<file path="src/rtl/if_id_queue.sv">
// if_id_queue: two-entry IF/ID decoupling queue with flush and HALT freeze
module if_id_queue #(
  parameter int N = 16
) (
  input  logic         clk,
  input  logic         rst,
  input  logic [N-1:0] instr_in,
  input  logic [N-1:0] pc_in,
  input  logic         in_valid,
  output logic         in_ready,
  output logic [N-1:0] instr_out,
  output logic [N-1:0] pc_out,
  output logic         out_valid,
  input  logic         out_ready,
  input  logic         flush,
  output logic         halt_seen,
  output logic [1:0]   count
);
  localparam logic [N-1:0] NOP = N'(16'h0800);
  logic [N-1:0] r_instr [2];
  logic [N-1:0] r_pc [2];
  logic         r_wp, r_rp, r_halt;
  logic [1:0]   r_count;
  logic         w_push, w_pop, w_halt;
  assign in_ready  = !r_count[1] && !r_halt;
  assign out_valid = r_count != 2'd0;
  assign w_push    = in_valid && in_ready && !flush;
  assign w_pop     = out_valid && out_ready && !flush;
  assign w_halt    = instr_in[N-1:N-5] == 5'b00000;
  assign instr_out = out_valid ? r_instr[r_rp] : NOP;
  assign pc_out    = out_valid ? r_pc[r_rp] : '0;
  assign halt_seen = r_halt;
  assign count     = r_count;
  always_ff @(posedge clk or posedge rst)
    if (rst) begin
      r_instr <= '{default: NOP};
      r_pc    <= '{default: '0};
      r_wp    <= 1'b0;
      r_rp    <= 1'b0;
      r_count <= 2'd0;
      r_halt  <= 1'b0;
    end else if (flush) begin
      r_wp    <= 1'b0;
      r_rp    <= 1'b0;
      r_count <= 2'd0;
      r_halt  <= 1'b0;
    end else begin
      if (w_push) begin
        r_instr[r_wp] <= instr_in;
        r_pc[r_wp]    <= pc_in;
        r_wp          <= ~r_wp;
        if (w_halt) r_halt <= 1'b1;
      end
      if (w_pop) r_rp <= ~r_rp;
      r_count <= r_count + 2'(w_push) - 2'(w_pop);
    end
endmodule

</file>
<file path="config.mk">
export PLATFORM = sky130hd
export DESIGN_NAME = if_id_queue
export DESIGN_NICKNAME = d
export VERILOG_FILES = /design/src/rtl/if_id_queue.sv
export SDC_FILE = /design/constraint.sdc
export NUM_CORES = 1
export LEC_CHECK = 0
export CORE_AREA = 2 2 89 82
export DETAILED_ROUTE_END_ITERATION = 6
export DIE_AREA = 0 0 91 84
export PLACE_DENSITY = 0.8
export SYNTH_ARGS = -nofsm -noshare
export SYNTH_HDL_FRONTEND = slang
export SYNTH_SLANG_ARGS = --single-unit
</file>
<file path="constraint.sdc">
create_clock -name clk -period 2.75 [get_ports clk]
set_input_delay 0.825 -clock clk [delete_from_list [all_inputs] [get_ports clk]]
set_output_delay 0.825 -clock clk [all_outputs]
set_load 0.05 [all_outputs]
</file>
==> impl_metrics.env, run 1 <==
export IMPL_status="complete, no violations"
export IMPL_fin_setup_tns_ps=0
export IMPL_chipHeight_um=84
export IMPL_postRouteWirelength_um=6470
export IMPL_fin_crit_sh_pct=93.8
export IMPL_rows=29
export IMPL_leakagePower_uw=0.00191
export IMPL_pin_count=74
export IMPL_overflow=0
export IMPL_post_cts_setup_buffer_count=0
export IMPL_drcViolationCount=0
export IMPL_yosys_warnings=0
export IMPL_syn_area_um2=3290
export IMPL_slew_headroom_pct=66.9
export IMPL_syn_area_per_cell_um2=14.0
export IMPL_required_ps=1930
export IMPL_cts_path_max_buffers=2
export IMPL_rsz0062_at_grt="false"
export IMPL_max_slew_worst_pin_slew_ps=495
export IMPL_antenna_left=0
export IMPL_top_usage_layer="met2"
export IMPL_placed_area_um2=4100
export IMPL_fmax_mhz=388
export IMPL_cp_max_fo=14
export IMPL_place_congestion=0.715
export IMPL_synthXorXnorAreaFrac_pct=1.07
export IMPL_hold_viol=0
export IMPL_yosys_register_bits=69
export IMPL_insertion_delay_ps=340
export IMPL_synth_simple_area_share_pct=6.59
export IMPL_drive_gt1_share_pct=40.6
export IMPL_worstHoldPathType="reg2reg"
export IMPL_clock_sinks=69
export IMPL_finClkSkew_ps=12.6
export IMPL_synthCells=235
export IMPL_synth_area_leaders="dfrtp_1, mux2_4, mux2_2"
export IMPL_min_period_ps=2580
export IMPL_syn_num_nets=274
export IMPL_ir_worst_vdd_mv=0.703
export IMPL_drt_vias_per_instance=4.95
export IMPL_cts_root_buffer="clkbuf_8"
export IMPL_muxShareOfSynthArea_pct=35.1
export IMPL_final_max_slew_viol_count=0
export IMPL_hold_buffers=0
export IMPL_synth_distinct_cells=23
export IMPL_post_cts_resized=0
export IMPL_yosysMostFrequentCell="dfrtp_1"
export IMPL_drt_pass1_iter_count=4
export IMPL_crit_type="reg2out"
export IMPL_vias=2059
export IMPL_antennaDiodeCount=0
export IMPL_fp_dieW_um=91
export IMPL_portBuffers=73
export IMPL_dpl_hpwl_um=4470
export IMPL_synth_top_cell_by_area="dfrtp_1"
export IMPL_syn2layout_area_growth_pct=30.7
export IMPL_synth_common_cells="dfrtp_1, nor2_1, mux2_2, mux2i_1, mux2_4"
export IMPL_gr_usage_met2_pct=28.9
export IMPL_path_clk_slew_ps=70
export IMPL_cts_tree="yes"
export IMPL_design_core_area_um2=6820
export IMPL_h_tree_depth=3
export IMPL_synth_edff_count=0
export IMPL_cts_buffers=9
export IMPL_synthAdderAreaFrac_pct=0.762
export IMPL_first_iter_violations=57
export IMPL_grt_usage_pct=18.3
export IMPL_wl_per_cell_um=15.6
export IMPL_synthArstFlopShare_pct=100
export IMPL_start_kind="flip-flop"
export IMPL_setup_violations=0
export IMPL_final_nets=357
export IMPL_cap_violations=0
export IMPL_met3_usage_pct=3.61
export IMPL_met1_usage_pct=25.3
export IMPL_grt_pass1_vias=2244
export IMPL_synth_top_family_by_area="multiplexers"
export IMPL_die_area_um2=7640
export IMPL_synth_top_area_share_pct=51.0
export IMPL_power_density_nw_per_um2=1020
export IMPL_synth_compound_area_share_pct=0.305
export IMPL_yosysSeqAreaShare_pct=52.6
export IMPL_antenna_found_initial=0
export IMPL_timing_hold_ws_ps=506
export IMPL_cp_arrival_ps=1750
export IMPL_grt_max_degree=35
export IMPL_initial_core_util_pct=48.2
export IMPL_grt_pass1_wl_um=11100
export IMPL_synthFlopType="dfrtp_1"
export IMPL_stdcell_area_um2=4290
export IMPL_crit_path_end_kind="primary output"
-- per-layer routing --
layer / up-vias / share of wire, %
li1: 970 / -
met1: 1032 / 48
met2: 51 / 46
met3: 6 / 4.5
met4: 0 / 1.0
met5: - / 0
-- final cells by class --
| class | instances | area, µm² |
|---|---|---|
| fill | 553 | 2530 |
| sequential | 69 | 1730 |
| multi-input combinational | 150 | 1440 |
| timing repair buffer | 85 | 801 |
| clock buffer | 10 | 128 |
| tap | 93 | 116 |
| clock inverter | 6 | 63.8 |
| inverter | 3 | 11.3 |
-- through the flow --
stage / setup WS [ps] / utilization (%) / power [µW] / cells
floorplan: 124 / - / 3070 / 235
global placement: 43.1 / 60.1 / 3540 / 400
detailed placement: 26.1 / 60.1 / 3610 / 400
CTS: 137 / 62.9 / 4420 / 416
global route: 72.1 / 62.9 / 4630 / 416
finish: 172 / 62.9 / 4380 / 416
-- report_power, final --
| group | switching, µW | internal [µW] |
|---|---|---|
| logic | 1000 | 880 |
| registers | 253 | 1440 |
| clock network | 376 | 417 |
| total | 1630 | 2740 |
-- kinds of logic (layout without fill, tap and decap cells) --
kind of cell | Yosys count | after routing
AOI/OAI and AO/OA | 2 | 2
buffers and inverters | 16 | 104
adders and majority gates | 2 | 2
DFF | 69 | 69
muxes | 96 | 96
xor gates and xnor gates | 4 | 4
and+or+nand+nor | 46 | 46
-- critical path: stages, from the launching register on --
cell	delay, ps
dfrtp_2	660
buf_4	280
mux2i_1	220
nor2_1	60
buf_4	190
-- placed cells by master (no fill, tap or decap), types with 2 or more instances in the layout --
| cell type | Yosys | layout |
|---|---|---|
| clkinvlp_4 | 0 | 2 |
| mux2i_1 | 32 | 32 |
| nor2_1 | 38 | 37 |
| mux2_2 | 34 | 34 |
| clkinv_2 | 0 | 2 |
| xor2_1 | 2 | 2 |
| dfstp_2 | 2 | 2 |
| inv_1 | 3 | 2 |
| mux2_4 | 30 | 30 |
| clkbuf_8 | 0 | 9 |
| clkdlybuf4s50_1 | 0 | 40 |
| xnor2_1 | 2 | 2 |
| dfrtp_1 | 67 | 66 |
| ha_1 | 2 | 2 |
| buf_12 | 3 | 5 |
| buf_4 | 0 | 40 |
-- final timing paths --
| kind | startpoint | end | slack (ps) | depth (start not counted) |
|---|---|---|---|---|
| max | r_rp$_DFFE_PP0P_ | pc_out[9] | 170 | 4 |
| min | r_instr[2]$_DFFE_PP0P_ | r_instr[2]$_DFFE_PP0P_ | 510 | 1 |
| max reg2reg | count[1]$_DFF_PP0_ | count[0]$_DFF_PP0_ | 850 | 5 |
| min reg2reg | r_instr[2]$_DFFE_PP0P_ | r_instr[2]$_DFFE_PP0P_ | 510 | 1 |
| max in group asynchronous | rst | r_rp$_DFFE_PP0P_ | 1330 | 3 |
| min in group asynchronous | rst | r_pc[20]$_DFFE_PP0P_ | 820 | 2 |
-- flip-flops by register name (all words and copies together) (netlist names) --
register	count
halt_seen	1
r_pc	32
count	2
r_wp	1
r_rp	1
r_instr	32
(Power assumes the default switching activity.)
==> inputs of run 2 (changes only) <==
SETUP_SLACK_MARGIN = 0.4   (was unset)
==> run 2 against run 1 <==
Core utilization increased by 3.2 points. Final cell count increased by 0.96%. Design area increased by 5.0%. Total power increased by 9.4%.
==> impl_metrics.env, run 2 (same netlist as run 1, synthesis figures left out) <==
export IMPL_status="complete, no violations"
export IMPL_syn2layout_area_growth_pct=37.2
export IMPL_postLayoutSetupSlackWorst_ps=434
export IMPL_grt_pass1_wl_um=11400
export IMPL_met1_usage_pct=27.0
export IMPL_final_nets=361
export IMPL_die_area_um2=7640
export IMPL_cts_buffers=9
export IMPL_slew_headroom_pct=67.2
export IMPL_worstHoldPathType="reg2reg"
export IMPL_postRouteWirelength_um=6690
export IMPL_initial_core_util_pct=48.2
export IMPL_rsz0062_at_grt="true"
export IMPL_fp_dieW_um=91
export IMPL_path_clk_slew_ps=70
export IMPL_met3_usage_pct=4.07
export IMPL_grt_pass1_vias=2239
export IMPL_portBuffers=73
export IMPL_crit_path_end_kind="primary output"
export IMPL_multi_input_area_um2=1530
export IMPL_clock_sinks=69
export IMPL_drive_gt1_share_pct=52.0
export IMPL_hold_buffers=0
export IMPL_design_core_area_um2=6820
export IMPL_top_usage_layer="met2"
export IMPL_hold_viol=0
export IMPL_drcViolationCount=0
export IMPL_cts_root_buffer="clkbuf_8"
export IMPL_min_period_ps=2320
export IMPL_start_kind="flip-flop"
export IMPL_final_max_slew_viol_count=0
export IMPL_antenna_left=0
export IMPL_dp_cells=397
export IMPL_wl_per_cell_um=15.9
export IMPL_fin_cells=420
export IMPL_grt_usage_pct=19.2
export IMPL_dpl_hpwl_um=4340
export IMPL_seqCellArea_um2=1730
export IMPL_gr_usage_met2_pct=29.5
export IMPL_cp_max_fo=25
export IMPL_antenna_found_initial=0
export IMPL_mostFrequentLayoutCell="dfrtp_1"
export IMPL_vias=2098
export IMPL_insertion_delay_ps=340
export IMPL_power_density_nw_per_um2=1060
export IMPL_antennaDiodeCount=0
export IMPL_grt_max_degree=70
export IMPL_fmax_mhz=432
export IMPL_power_uw=4790
export IMPL_cap_violations=0
export IMPL_finClkSkew_ps=10.1
export IMPL_fin_crit_sh_pct=84.2
export IMPL_rows=29
export IMPL_drt_vias_per_instance=5.00
export IMPL_cts_path_max_buffers=2
export IMPL_cp_arrival_ps=1490
export IMPL_crit_type="reg2out"
export IMPL_timing_hold_ws_ps=506
export IMPL_fin_setup_tns_ps=0
export IMPL_ir_worst_vdd_mv=0.622
export IMPL_final_cell_mix="dfrtp_1, buf_4, clkdlybuf4s50_1"
export IMPL_place_congestion=0.744
export IMPL_first_iter_violations=83
export IMPL_max_slew_worst_pin_slew_ps=494
export IMPL_drt_pass1_iter_count=4
export IMPL_fill_cells=554
export IMPL_required_ps=1930
export IMPL_pin_count=74
export IMPL_overflow=0
export IMPL_dp_slack_ps=48.1
export IMPL_leakagePower_uw=0.00200
export IMPL_h_tree_depth=3
export IMPL_chipHeight_um=84
export IMPL_setup_violations=0
export IMPL_cts_tree="yes"
-- run 2: what timing repair did --
action                     4_1_cts  5_1_grt
buffers inserted                 5        1
cloned                           1        0
gates resized for setup          9        3
setup endpoints to repair       32       23
pin swaps                        1        3
-- run 2: metal layers --
layer | wire length, µm | part of all wire [%]
met5 | 0 | 0
met4 | 99 | 1.5
met3 | 315 | 4.7
met2 | 3140 | 47
met1 | 3130 | 47
-- run 2: worst paths after layout --
| check | start | cells after the start | slack (ps) | to |
|---|---|---|---|---|
| worst max-delay path | r_rp$_DFFE_PP0P_ | 4 | 430 | instr_out[11] |
| max in group asynchronous | rst | 3 | 1500 | r_instr[11]$_DFFE_PP1P_ |
| worst min-delay path | r_instr[4]$_DFFE_PP0P_ | 1 | 510 | r_instr[4]$_DFFE_PP0P_ |
| worst max register to register | count[1]$_DFF_PP0_ | 7 | 610 | count[0]$_DFF_PP0_ |
| worst min register to register | r_instr[4]$_DFFE_PP0P_ | 1 | 510 | r_instr[4]$_DFFE_PP0P_ |
| min in group asynchronous | rst | 3 | 930 | r_pc[23]$_DFFE_PP0P_ |
-- run 2: area by class of cell --
cell class,count,area share [%]
Clock inverter,6,2.41
Timing Repair Buffer,89,19.3
Sequential cell,69,38.4
Multi-Input combinational cell,150,33.9
Inverter,3,0.333
Tap cell,93,2.58
Clock buffer,10,3.05
-- run 2: through the flow --
step / utilization, % / cell area (µm²)
floorplan: - / 3370
global placement: 61.1 / 4170
detailed placement: 61.1 / 4170
CTS: 66.0 / 4500
global route: 66.1 / 4510
finish: 66.1 / 4510
-- run 2: report_power, final --
group          internal [µW]  switching [µW]
combinational            980            1120
sequential              1450             231
clock                    627             380
-- run 2: critical path: stages, from the launching register on --
cell	delay, ps
dfrtp_2	390
buf_12	220
mux2i_2	280
nand2_2	110
buf_12	150
==> RTL edit: new RTL, flow settings as in run 1 <==
The parameter `N` goes from 16 to 17.
--- a/src/rtl/if_id_queue.sv
+++ b/src/rtl/if_id_queue.sv
@@ -1,6 +1,6 @@
 // if_id_queue: two-entry IF/ID decoupling queue with flush and HALT freeze
 module if_id_queue #(
-  parameter int N = 16
+  parameter int N = 17
 ) (
   input  logic         clk,
   input  logic         rst,
Interface: changed (resized instr_in, instr_out, pc_in and pc_out); port bits go from 74 to 78. The function was not compared with the original's and may differ.
==> RTL edit against run 1 <==
- first-iteration DRC count grew 75%
- wire length grew 5.0%
- cell count grew 3.8%
- sequential share of layout area grew 0.072 points
- synthesized area grew 5.4%
- global-route usage grew 0.23 points
- critical path depth shrank 3
- largest cell class unchanged
- worst setup slack gained 40 ps
- design area grew 5.6%
- sequential cell count grew 4
- synthesized cell count grew 5.5%
- power grew 5.0%
==> RTL edit: results (changes against run 1) <==
stage;metric;value;unit;change
timing;skew;5.677;ps;-6.902 ps
synth;ys_seq_area_share;52.80;%;+0.17 points
synth;synth.top_cells.by_count;dfrtp_1 (71), nor2_1 (40), mux2_2 (38), mux2i_1 (34), mux2_4 (30);;
detailed_routing;num_vias;2187;;+6.2%
clocking;cts_max_level;3;;unchanged
cells_and_area;nNetsFinal;375;;+5.0%
global_route;use_met3;3.704;%;+0.090 points
setup_path;critPathTopFamily;buffers and inverters;;
global_route;grt_usage;18.56;%;+0.23 points
global_route;use_met1;27.23;%;+1.9 points
power;leakage;2.013;nW;+5.2%
cells_and_area;drive_above_1_share;40.71;%;+0.15 points
synth;avgSynthCellArea;13.97;sq um;about the same
status;status;completed;;
detailed_routing;drt_pass1_iterations;4;;unchanged
global_route;grt_first_pass_wirelength;11250;microns;+1.5%
placement;dp_slack;38.44;ps;+12.33 ps
synth;syn_nets;289;;+5.5%
placement;port-buffer-count;77;;+5.5%
detailed_routing;wl_per_cell;15.73;microns;+1.1%
placement;gp_congestion;0.7049;;-1.3%
synth;synth.area.top_cells;dfrtp_1 (51%), mux2_4 (13%), mux2_2 (12%);;
placement;placed_area;4335;sq um;+5.7%
detailed_routing;drt_wl_total;6796;microns;+5.0%
global_route;grt_pass1_vias;2283;;+1.7%
power;irDropWorstVdd;0.5310;mV;-24%
placement;placed_cells;416;;+4.0%
setup_path;critPathArrivalTime;1710;ps;-40 ps
placement;dp.final_hpwl;4626;microns;+3.4%
setup_path;critical_path.slowest_cell;clkdlybuf4s50_1;;
detailed_routing;first_iter_violations;100;;+75%
timing;worst-slew-pin-transition;503.4;ps;+8.289 ps
global_route;grtUsageMet2;27.68;%;-1.2 points
-- RTL edit: logic make-up after synthesis --
family | count (synthesis) | share of synthesized area (%)
compound gates | 2 | 0.2886
xor+xnor | 4 | 1.011
fa+ha+maj | 2 | 0.7222
buf+inv | 17 | 3.503
flops | 73 | 52.80
mux | 102 | 35.18
simple gates | 48 | 6.500
-- RTL edit: path summary, 6_finish.rpt --
| check | startpoint | endpoint | slack, ps | cells past startpoint |
|---|---|---|---|---|
| hold reg to reg | r_pc[4]$_DFFE_PP0P_ | r_pc[4]$_DFFE_PP0P_ | 510 | 1 |
| setup reg to reg | count[1]$_DFF_PP0_ | count[0]$_DFF_PP0_ | 860 | 5 |
| max in group asynchronous | rst | r_instr[11]$_DFFE_PP1P_ | 1530 | 3 |
| min in group asynchronous | rst | r_pc[15]$_DFFE_PP0P_ | 890 | 3 |
| setup / recovery | count[1]$_DFF_PP0_ | count[1] | 210 | 1 |
| hold / removal | r_pc[4]$_DFFE_PP0P_ | r_pc[4]$_DFFE_PP0P_ | 510 | 1 |
-- RTL edit: area by class of cell --
class | instances | area, sq um
Tap cell | 93 | 116.4
Fill cell | 516 | 2288
Multi-Input combinational cell | 158 | 1516
Sequential cell | 73 | 1831
Clock buffer | 9 | 123.9
Inverter | 3 | 11.26
Timing Repair Buffer | 89 | 863.3
Clock inverter | 7 | 71.32
-- RTL edit: repair_timing --
action / 4_1_cts / 5_1_grt
hold buffers: 0 / 0
resized for setup: 0 / 1
endpoints found under the setup margin: 0 / 1
-- RTL edit: power by group --
group	total (mW)	internal, mW	switching [mW]
combinational	2.01	0.929	1.08
sequential	1.77	1.53	0.242
clock	0.818	0.417	0.401
-- RTL edit: per-layer routing --
metal | share of wire (%) | wire [microns] | up-vias
met3 | 4.3 | 291 | 10
met5 | 0 | 0 | -
li1 | - | - | 1028
met2 | 46 | 3109 | 58
met4 | 1.2 | 79 | 0
met1 | 49 | 3315 | 1091
